===== config.mk =====
export PLATFORM = sky130hd
export DESIGN_NAME = add_share_arbiter
export DESIGN_NICKNAME = d
export VERILOG_FILES = /design/src/rtl/add_share_arbiter.sv
export SDC_FILE = /design/constraint.sdc
export NUM_CORES = 1
export LEC_CHECK = 0
export BUFFER_PORTS_ARGS = -buffer_cell sky130_fd_sc_hd__buf_2
export CAP_MARGIN = 40
export CORE_MARGIN = 10
export CORE_UTILIZATION = 37
export CTS_BUF_LIST = sky130_fd_sc_hd__clkbuf_16
export DETAILED_ROUTE_END_ITERATION = 7
export GPL_TIMING_DRIVEN = 0
export PLACE_DENSITY = 0.78
export SYNTH_ARGS = -nofsm -noshare
export SYNTH_HDL_FRONTEND = slang
export SYNTH_SLANG_ARGS = --single-unit

===== constraint.sdc =====
create_clock -name clk -period 5.55 [get_ports clk]
set_input_delay 1.665 -clock clk [delete_from_list [all_inputs] [get_ports clk]]
set_output_delay 1.665 -clock clk [all_outputs]
set_load 0.02 [all_outputs]

===== src/rtl/add_share_arbiter.sv =====
// Round-robin arbiter sharing one WIDTH-bit adder/subtractor between NUM_REQ requesters.
// One grant per cycle, result registered with carry and source id, one-cycle latency.
module add_share_arbiter #(
  parameter int NUM_REQ = 4,
  parameter int WIDTH   = 8,
  parameter int IDW     = $clog2(NUM_REQ)
) (
  input  logic                     clk,
  input  logic                     rst,
  input  logic [NUM_REQ-1:0]       req_valid,
  input  logic [NUM_REQ*WIDTH-1:0] req_a,
  input  logic [NUM_REQ*WIDTH-1:0] req_b,
  input  logic [NUM_REQ-1:0]       req_op,
  output logic [NUM_REQ-1:0]       req_ready,
  output logic                     res_valid,
  output logic [WIDTH-1:0]         res_sum,
  output logic                     res_carry,
  output logic [IDW-1:0]           res_id,
  input  logic                     res_ready
);

  logic [IDW-1:0]   ptr_r;
  logic             res_valid_r;
  logic [WIDTH-1:0] res_sum_r;
  logic             res_carry_r;
  logic [IDW-1:0]   res_id_r;

  logic             slot_free_s;
  logic             found_s;
  logic [IDW-1:0]   winner_s;
  logic             accept_s;
  logic [IDW-1:0]   ptr_next_s;
  logic [WIDTH-1:0] a_sel_s;
  logic [WIDTH-1:0] b_sel_s;
  logic             op_sel_s;
  logic [WIDTH:0]   dp_s;

  assign slot_free_s = !res_valid_r || res_ready;
  assign accept_s    = found_s && slot_free_s && !rst;

  // Rotating priority search starting at ptr, wrapping modulo NUM_REQ.
  always_comb begin
    logic [IDW:0] idx_ext;
    logic [IDW:0] idx_wrap;
    found_s  = 1'b0;
    winner_s = '0;
    for (int k = 0; k < NUM_REQ; k++) begin
      idx_ext  = {1'b0, ptr_r} + (IDW+1)'(k);
      idx_wrap = (idx_ext >= (IDW+1)'(NUM_REQ)) ? idx_ext - (IDW+1)'(NUM_REQ) : idx_ext;
      if (!found_s && req_valid[idx_wrap[IDW-1:0]]) begin
        found_s  = 1'b1;
        winner_s = idx_wrap[IDW-1:0];
      end else begin
        found_s  = found_s;
      end
    end
  end

  always_comb begin
    req_ready = '0;
    if (accept_s) begin
      req_ready[winner_s] = 1'b1;
    end else begin
      req_ready = '0;
    end
  end

  always_comb begin
    a_sel_s  = '0;
    b_sel_s  = '0;
    op_sel_s = 1'b0;
    for (int i = 0; i < NUM_REQ; i++) begin
      if (winner_s == IDW'(i)) begin
        a_sel_s  = req_a[i*WIDTH +: WIDTH];
        b_sel_s  = req_b[i*WIDTH +: WIDTH];
        op_sel_s = req_op[i];
      end else begin
        op_sel_s = op_sel_s;
      end
    end
  end

  // Single shared adder: subtraction is A + ~B + 1, carry doubles as no-borrow.
  assign dp_s = {1'b0, a_sel_s} + {1'b0, (op_sel_s ? ~b_sel_s : b_sel_s)} + {{WIDTH{1'b0}}, op_sel_s};

  assign ptr_next_s = (winner_s == IDW'(NUM_REQ-1)) ? '0 : winner_s + IDW'(1);

  always_ff @(posedge clk) begin
    if (rst) begin
      ptr_r       <= '0;
      res_valid_r <= 1'b0;
      res_sum_r   <= '0;
      res_carry_r <= 1'b0;
      res_id_r    <= '0;
    end else if (accept_s) begin
      ptr_r       <= ptr_next_s;
      res_valid_r <= 1'b1;
      res_sum_r   <= dp_s[WIDTH-1:0];
      res_carry_r <= dp_s[WIDTH];
      res_id_r    <= winner_s;
    end else if (res_ready) begin
      res_valid_r <= 1'b0;
    end else begin
      res_valid_r <= res_valid_r;
    end
  end

  assign res_valid = res_valid_r;
  assign res_sum   = res_sum_r;
  assign res_carry = res_carry_r;
  assign res_id    = res_id_r;

endmodule


Word level (Yosys, flattened, before mapping)
Cells that the tools add are included.
{"block": "word_totals", "latchBits": 0, "register_bits": 14, "romBits": 0, "ramBits": 0, "memories": 0, "word_cells": 82, "inputBits": 75, "output_inout_bits": 16}
{"block": "op_classes", "muxes": 39, "n_mul": 0, "n_addsub": 10, "n_reduce_logical": 14, "div": 0, "bitwise": 1, "n_eq_ne": 3, "n_lt_le_gt_ge": 10, "shifts": 0}
{"op": "$mux W8", "n": 9}
{"op": "$mux W2", "n": 9}
{"op": "$lt A2 B3 Y1 const B", "n": 5}
{"op": "$mux W1", "n": 15}
{"op": "$add A8 B8 Y9", "n": 1}
{"op": "$add A9 B1 Y9", "n": 1}
{"op": "$ge A3 B3 Y1 const B", "n": 3}
{"op": "$bmux W1 S2", "n": 4}
{"op": "$not A8 Y8", "n": 1}
{"op": "$sub A2 B1 Y2 const B", "n": 4}
{"op": "$add A2 B2 Y3 const B", "n": 2}
{"op": "$logic_and A1 B1 Y1", "n": 6}
{"op": "$logic_not A1 Y1", "n": 5}
{"op": "$eq A2 B2 Y1 const B", "n": 2}
{"op": "$mux W4", "n": 1}
{"op": "$add A2 B1 Y3 const B", "n": 1}
{"op": "$ge A2 B3 Y1 const B", "n": 1}
{"op": "$add A2 B1 Y2 const B", "n": 1}
{"op": "$demux W1 S2", "n": 1}
{"op": "$eq A2 B1 Y1 const B", "n": 1}
{"op": "$ge A2 B1 Y1 const B", "n": 1}
{"op": "$logic_not A2 Y1", "n": 1}
{"op": "$reduce_bool A2 Y1", "n": 1}
{"op": "$logic_or A1 B1 Y1", "n": 1}

Logic depth before layout (Yosys ltp)
Gate-level depths: netlist of the first run.
{"block": "depth", "depth_word": 23, "depth_mapped": 21, "ltp_nobuf": 19}

Worst setup path before layout of the first run
Ideal clock, no wire load.
{"block": "synth_path", "path_kind": "input to output", "start": "input port req_valid[0]", "end": "output port req_ready[2]", "stages": 8, "required_time_ps": 3885, "path_buffers": 2, "setup_slack_ps": 633, "arrival_ps": 3252, "cell_sequence": "inv_1 nor2_1 a21oi_1 o221ai_1 ha_1 buf_1 clkbuf_1 and2_1"}
{"block": "synth_between", "elab_chain_len": 17}
{"element": "start: declaration", "line": "10", "source": "input logic [NUM_REQ-1:0] req_valid,"}
{"element": "$bmux W1 S2", "line": "50", "source": "if (!found_s && req_valid[idx_wrap[IDW-1:0]]) begin"}
{"element": "$mux W1 (implied by the code)", "line": "50"}
{"element": "$mux W1", "line": "50"}
{"element": "$logic_not A1 Y1", "line": "50"}
{"element": "$logic_and A1 B1 Y1", "line": "50"}
{"element": "$mux W1", "line": "50"}
{"element": "$logic_not A1 Y1", "line": "50"}
{"element": "$logic_and A1 B1 Y1", "line": "50"}
{"element": "$mux W1", "line": "50"}
{"element": "$logic_not A1 Y1", "line": "50"}
{"element": "$logic_and A1 B1 Y1", "line": "50"}
{"element": "$mux W2", "line": "50"}
{"element": "$lt A2 B3 Y1 (implied by the code) / $ge A2 B1 Y1 (equally long branches)", "line": "62", "source": "req_ready[winner_s] = 1'b1;"}
{"element": "$logic_and A1 B1 Y1 (implied by the code)", "line": "62"}
{"element": "$mux W1 (implied by the code)", "line": "62"}
{"element": "$demux W1 S2", "line": "62"}
{"element": "$mux W4 *", "line": "61", "source": "if (accept_s) begin"}
{"element": "end: declaration", "line": "14", "source": "output logic [NUM_REQ-1:0] req_ready,"}
Every way passes the cells marked *; elsewhere a longest branch is shown, timed or not. The select of a mux whose other input is x is not followed.

Final worst setup path of the first run
Ends and elaborated chain as after synthesis.

==> out/metrics.cfg, run 1 <==
[sta]
worstMarginPinSlew_ps=559
hold_viol=0
setup_violations=0
period_needed_ps=5190
slew_headroom_pct=62.5
fin_ws_ps=355
rsz0062_at_grt=no
fin_skew_ps=6.63
fmax_ghz=0.193
fin_tns_setup_ps=0
slew_viol_final=0
min_period_over_period_pct=93.6

[critical_path]
r2r_cells=20
start_kind=input pin
critical_path_class=input pin to output port
cp.required_ps=3880
cpLargestDelayFamily=buffers and inverters
r2r_end=res_sum[6]$_SDFFE_PP0P_
crit_slowest_cell=clkbuf_1
cp_common_cell=buf_2
cp_max_fo=10
end_kind=output port
rrSetupSlack_ps=1740
worstReg2RegStart=ptr_r[1]$_SDFFE_PP0P_
path_cells=buf_2 > inv_1 > nor2_1 > a21oi_1 > o221ai_2 > ha_1 > clkbuf_2 > clkbuf_1 > and2_1 > buf_2
critPathArrivalTime_ps=3530
worst-path-buf-inv=5
slowest_delay_ps=360

[synthesis]
avgSynthCellArea_um2=7.02
syn-cell-area_mm2=0.00156
ys_ff_latch=14
synth_seq_area_share_pct=18.0
syn_inst=222
ys_async_sr_fraction_pct=0
synth-edff-count=0
yosys_warnings=0
synth_ff_type=dfxtp_1
ys_types=39
synth_nets=309

[place]
gpl.final_weighted_congestion=0.823
io_buffer_count=90
pre_cts_slack_ps=111
dpl.hpwl_um=4420

[final_layout]
n_antenna_cell=0
drive_gt1_share_pct=33.5
syn2layout_area_growth_pct=38.4
fin_nets=404
final_util_pct=53.6

[global_routing]
antenna_found_initial=0
grt_pass1_vias=1955
overflow=0
grt_pass1_wl_um=8390
grt_max_degree=11
track_usage_pct=13.5

[clock_network]
cts_root_buf=clkbuf_16
clk_latency_ps=250
htreeDepth=1
clock-sinks=14
post_cts_buffers=0
cts_buffers=3
clockBufferDepth=2
cts_tree=done
clk_pin_slew_ps=50

[power_and_ir_drop]
cellPowerDensity_mw_per_mm2=483
p_leak_nw=1.07
finalPower_mw=1.04
pwr-share-comb_pct=72.3
vdd_drop_max_v=0.000260
switchingPower_uw=494
seq_power_share_pct=14.5
clockPowerShare_pct=13.2
p_int_uw=548
netSwitchingFraction_pct=47.4

[routing]
drc=0
wl_um=5260
first_pass_iters=4
vias_per_cell=5.15
final_antenna_net_count=0
dr.first_iter.drc_count=110
wl_per_cell_um=14.4
vias=1884

[die]
io_pins=91
core_area_mm2=0.00403
die-area_mm2=0.00721
die_w_um=84.9
initial_core_util_pct=38.7
fp.dieH_um=84.9
num_rows=23

[hold_path]
hold_class=flip-flop to flip-flop
worst_hold_startpoint=res_sum[4]$_SDFFE_PP0P_
hold_end=res_sum[4]$_SDFFE_PP0P_
holdPathStages=2

[run_status]
outcome=completed

[job]
cap_violations=0

==> worst max path at each step <==
stage / startpoint / endpoint / slack [ps] / depth (start not counted)
finish: req_valid[0] / req_ready[2] / 360 / 10
global route: req_valid[0] / res_sum[6]$_SDFFE_PP0P_ / 50 / 21
CTS: req_valid[0] / req_ready[2] / 110 / 10
detailed placement: req_valid[0] / req_ready[2] / 110 / 10
global placement: req_valid[0] / req_ready[2] / 170 / 10
floorplan: req_valid[0] / req_ready[2] / 630 / 8
==> layer usage <==
layer  GRT usage, %  vias up  routed length, um
li1               -      988                  -
met1           15.4      838               2160
met2           24.0       54               2730
met3           4.11        4                329
met4           2.84        0                 42
met5              0        -                  0
==> Yosys cell counts, types with 2 or more instances <==
master,count,area share (%)
nand2_1,27,6.5
a21oi_1,24,7.7
nor2_1,23,5.5
o21ai_0,21,6.7
a22oi_1,16,7.7
dfxtp_1,14,18
ha_1,11,8.8
nand3b_1,10,4.8
inv_1,9,2.2
clkbuf_1,7,1.7
xor2_1,7,3.9
buf_2,5,1.6
o22ai_1,5,2.0
o211ai_1,4,1.9
xnor2_1,4,2.2
and2_1,3,1.2
nand2b_1,3,1.2
or3_1,3,1.2
a21o_1,2,0.96
nor2b_1,2,0.80
nor3_1,2,0.64
o2111ai_1,2,1.1
o21a_1,2,0.96
==> final cells by class <==
type | count | area, um2
clock buffers | 3 | 75.1
clock inverters | 1 | 3.75
fillers | 440 | 1870
repair buffers | 90 | 450
flip-flops and latches | 14 | 280
well taps | 50 | 62.6
inverters | 9 | 33.8
multi-input cells | 185 | 1180
plain buffers | 14 | 67.6
==> layout by cell type (no fill, tap or decap), types with 5 or more instances in the layout <==
master     n
buf_2     95
nand2_1   27
a21oi_1   24
nor2_1    23
o21ai_0   21
a22oi_1   16
dfxtp_1   14
ha_1      11
nand3b_1  10
inv_1      9
clkbuf_1   7
xor2_1     7
o22ai_1    5
==> power by group through the flow <==
stage | clock network [mW] | logic [mW] | registers (mW)
after floorplan | 0 | 0.541 | 0.186
after global placement | 0 | 0.741 | 0.151
after detailed placement | 0 | 0.757 | 0.152
after CTS | 0.138 | 0.760 | 0.150
after global routing | 0.144 | 0.858 | 0.154
final | 0.138 | 0.754 | 0.151
==> what timing repair did <==
item / 4_1_cts / 5_1_grt
setup endpoints to repair: 0 / 3
resized for setup: 0 / 2
hold buffers: 0 / 0
==> sequential cells by signal, summed over array words and instances, names as in the netlist <==
name / flops
ptr_r: 2
res_valid: 1
res_sum: 8
res_id: 2
res_carry: 1
==> cells by family (layout without fill, tap and decap cells) <==
family | count (synthesis) | after routing | synth area share [%]
buf+inv | 23 | 117 | 6.42
xor+xnor | 11 | 11 | 6.18
flops | 14 | 14 | 18.0
fa+ha+maj | 12 | 12 | 10.1
mux | 1 | 1 | 0.883
compound gates | 84 | 84 | 34.8
simple gates | 77 | 77 | 23.7
==> worst reg2reg max path: stages, from the launching register on <==
cell,delay [ps]
dfxtp_1,400
nand2_1,70
nand2_1,60
a21oi_1,60
o22ai_1,300
ha_1,270
nor2b_2,170
buf_6,140
buf_2,200
a22oi_1,90
nor2_1,90
a21oi_1,50
o21ai_0,200
xor2_1,160
fa_1,450
a21o_1,190
a21oi_1,200
o21bai_1,90
a21oi_1,240
xnor2_1,160
o21ai_0,90
==> through the flow <==
| stage | cells | cell area [um2] | hold slack [ps] |
|---|---|---|---|
| finish | 366 | 2160 | 455 |
| global route | 366 | 2160 | 484 |
| CTS | 366 | 2150 | 459 |
| detailed placement | 362 | 2070 | 448 |
| global placement | 362 | 2070 | 440 |
| floorplan | 222 | 1560 | 488 |
(Power assumes the default switching activity.)
==> inputs of run 2 (changes only) <==
- CORE_ASPECT_RATIO: default -> 1.75
- GPL_TIMING_DRIVEN: 0 -> default
- REMOVE_ABC_BUFFERS: default -> 1
==> run 2 against run 1 <==
Net effect: wire length decreased by 7.8%; sequential power about the same; maximum frequency increased by 3.5%; clock-buffer cell count unchanged; first-iteration DRC count decreased by 40%; sequential share of layout area increased by 0.21 points; combinational power decreased by 2%; cell area decreased by 1.6%; critical path depth increased by 9; via count decreased by 1.6%; largest cell class unchanged.
==> out/metrics.cfg, run 2 (synthesis gave the netlist of run 1 again) <==
[place]
gpl.final_weighted_congestion=0.753  ; -8.5%
io_buffer_count=90  ; unchanged
dpl.hpwl_um=4130  ; -6.6%

[power_and_ir_drop]
netSwitchingFraction_pct=46.9  ; -0.54 points
vdd_drop_max_v=0.000259  ; -0.47%
switchingPower_uw=480  ; -2.9%
finalPower_mw=1.02  ; -1.8%
clockPowerShare_pct=13.1  ; about the same
p_leak_nw=1.06  ; -1.1%
cellPowerDensity_mw_per_mm2=482  ; -0.19%
p_int_uw=544  ; -0.74%
seq_power_share_pct=14.8  ; +0.3 points
pwr-share-comb_pct=72.1  ; -0.2 points

[routing]
wl_um=4850  ; -7.8%
drc=0  ; unchanged
first_pass_iters=4  ; unchanged
wl_per_cell_um=13.6  ; -5.2%
final_antenna_net_count=0  ; unchanged
vias_per_cell=5.21  ; +1.1%
dr.first_iter.drc_count=66  ; -40%
vias=1853  ; -1.6%

[clock_network]
cts_hold_buffers=0  ; unchanged
clk_pin_slew_ps=40  ; about the same
clockBufferDepth=2  ; unchanged
cts_buffers=3  ; unchanged
cts_tree=done
cts_resized=0  ; unchanged
htreeDepth=1  ; unchanged
clk_latency_ps=250  ; about the same
clock-sinks=14  ; unchanged
cts_root_buf=clkbuf_16
post_cts_buffers=0  ; unchanged

[final_layout]
drive_gt1_share_pct=33.9  ; +0.33 points
final_common_cell=buf_2
fill_cells=450  ; +2.3%
syn2layout_area_growth_pct=36.3
n_antenna_cell=0  ; unchanged
final_cell_mix=buf_2, nand2_1, a21oi_1, nor2_1, o21ai_0
fin_nets=396  ; -2.0%
largest_reg_flops=8  ; unchanged

[job]
cap_violations=0  ; unchanged

[critical_path]
r2r_cells=17  ; -15%
critPathCapture=res_sum[7]$_SDFFE_PP0P_
critical_path_class=input pin to flip-flop
rrSetupSlack_ps=1730  ; about the same
crit_start=req_valid[0]
cp.required_ps=5660  ; +1780 ps
end_kind=flip-flop
start_kind=input pin
cp_max_fo=14  ; +4
critPathArrivalTime_ps=5130  ; +1600 ps
worstReg2RegStart=ptr_r[0]$_SDFFE_PP0P_
r2r_end=res_sum[7]$_SDFFE_PP0P_

[global_routing]
grt_pass1_wl_um=8320  ; -0.82%
track_usage_pct=13.1  ; -0.36 points
overflow=0  ; unchanged
grt_max_degree=28  ; +17
grt_pass1_vias=1987  ; +1.6%
antenna_found_initial=0  ; unchanged

[sta]
period_needed_ps=5020  ; -176 ps
worstMarginPinSlew_ps=451  ; -108 ps
setup_violations=0  ; unchanged
fmax_ghz=0.199  ; +3.5%
hold_viol=0  ; unchanged
rsz0062_at_grt=no
slew_viol_final=0  ; unchanged
slew_headroom_pct=69.6  ; +7.2 points
min_period_over_period_pct=90.4  ; -3.2 points
fin_hold_ws_ps=450  ; -4.75 ps
fin_skew_ps=3.46  ; -3.17 ps
fin_tns_setup_ps=0  ; unchanged

[die]
die-area_mm2=0.00731  ; +1.4%
initial_core_util_pct=37.9  ; -0.78 points
fp.dieH_um=106  ; +25%
num_rows=31  ; +35%
core_area_mm2=0.00411  ; +2.0%
io_pins=91  ; unchanged
die_w_um=69.1  ; -19%

[hold_path]
hold_class=flip-flop to flip-flop
worst_hold_startpoint=res_sum[4]$_SDFFE_PP0P_

[run_status]
outcome=completed

## run 2: metal layers
layer	track usage (%)	share of wire [%]
met4	6.36	2.3
met3	4.51	7.4
met2	24.9	55
met5	0	0
met1	11.9	36
## run 2: metrics by stage
step | utilization [%] | cell area, um2 | setup WS [ps] | instances
2_1_floorplan | - | 1490 | 233 | 208
3_3_place_gp | 49.8 | 2050 | 429 | 353
3_5_place_dp | 49.8 | 2050 | 298 | 353
4_1_cts | 51.7 | 2120 | 526 | 356
5_1_grt | 51.7 | 2120 | 33.9 | 356
6_report | 51.7 | 2120 | 532 | 356
## run 2: worst min path at each step
| stage | to | depth (start not counted) |
|---|---|---|
| floorplan | ptr_r[1]$_SDFFE_PP0P_ | 2 |
| global placement | res_sum[4]$_SDFFE_PP0P_ | 2 |
| detailed placement | res_sum[4]$_SDFFE_PP0P_ | 2 |
| CTS | res_sum[4]$_SDFFE_PP0P_ | 2 |
| global route | res_sum[4]$_SDFFE_PP0P_ | 2 |
| finish | res_sum[4]$_SDFFE_PP0P_ | 2 |
## run 2: critical path, cell delays in order
cell and delay [ps]:
buf_2 100, inv_1 50, nor2_1 120, a21oi_1 60
o221ai_1 360, inv_1 140, ha_1 250, nor2b_2 160
buf_4 230, a22oi_4 80, a21oi_4 330, xor2_1 180
ha_1 290, a21oi_1 300, o21ai_0 160, a21o_1 200
a21oi_1 200, o21a_1 160, o211ai_1 100
## run 2: area by class of cell
class                           count  area (um2)  area share [%]
Sequential cell                    14         280            13.2
Multi-Input combinational cell    185        1180            55.5
Inverter                            9        33.8            1.59
Tap cell                           49        61.3            2.89
Clock buffer                        3        75.1            3.53
Timing Repair Buffer               96         495            23.3
## run 2: power by group through the flow
stage | sequential, mW | combinational, mW | clock, mW
floorplan | 0.186 | 0.526 | 0
global placement | 0.152 | 0.724 | 0
detailed placement | 0.153 | 0.740 | 0
CTS | 0.152 | 0.746 | 0.135
global route | 0.156 | 0.847 | 0.139
finish | 0.151 | 0.739 | 0.134
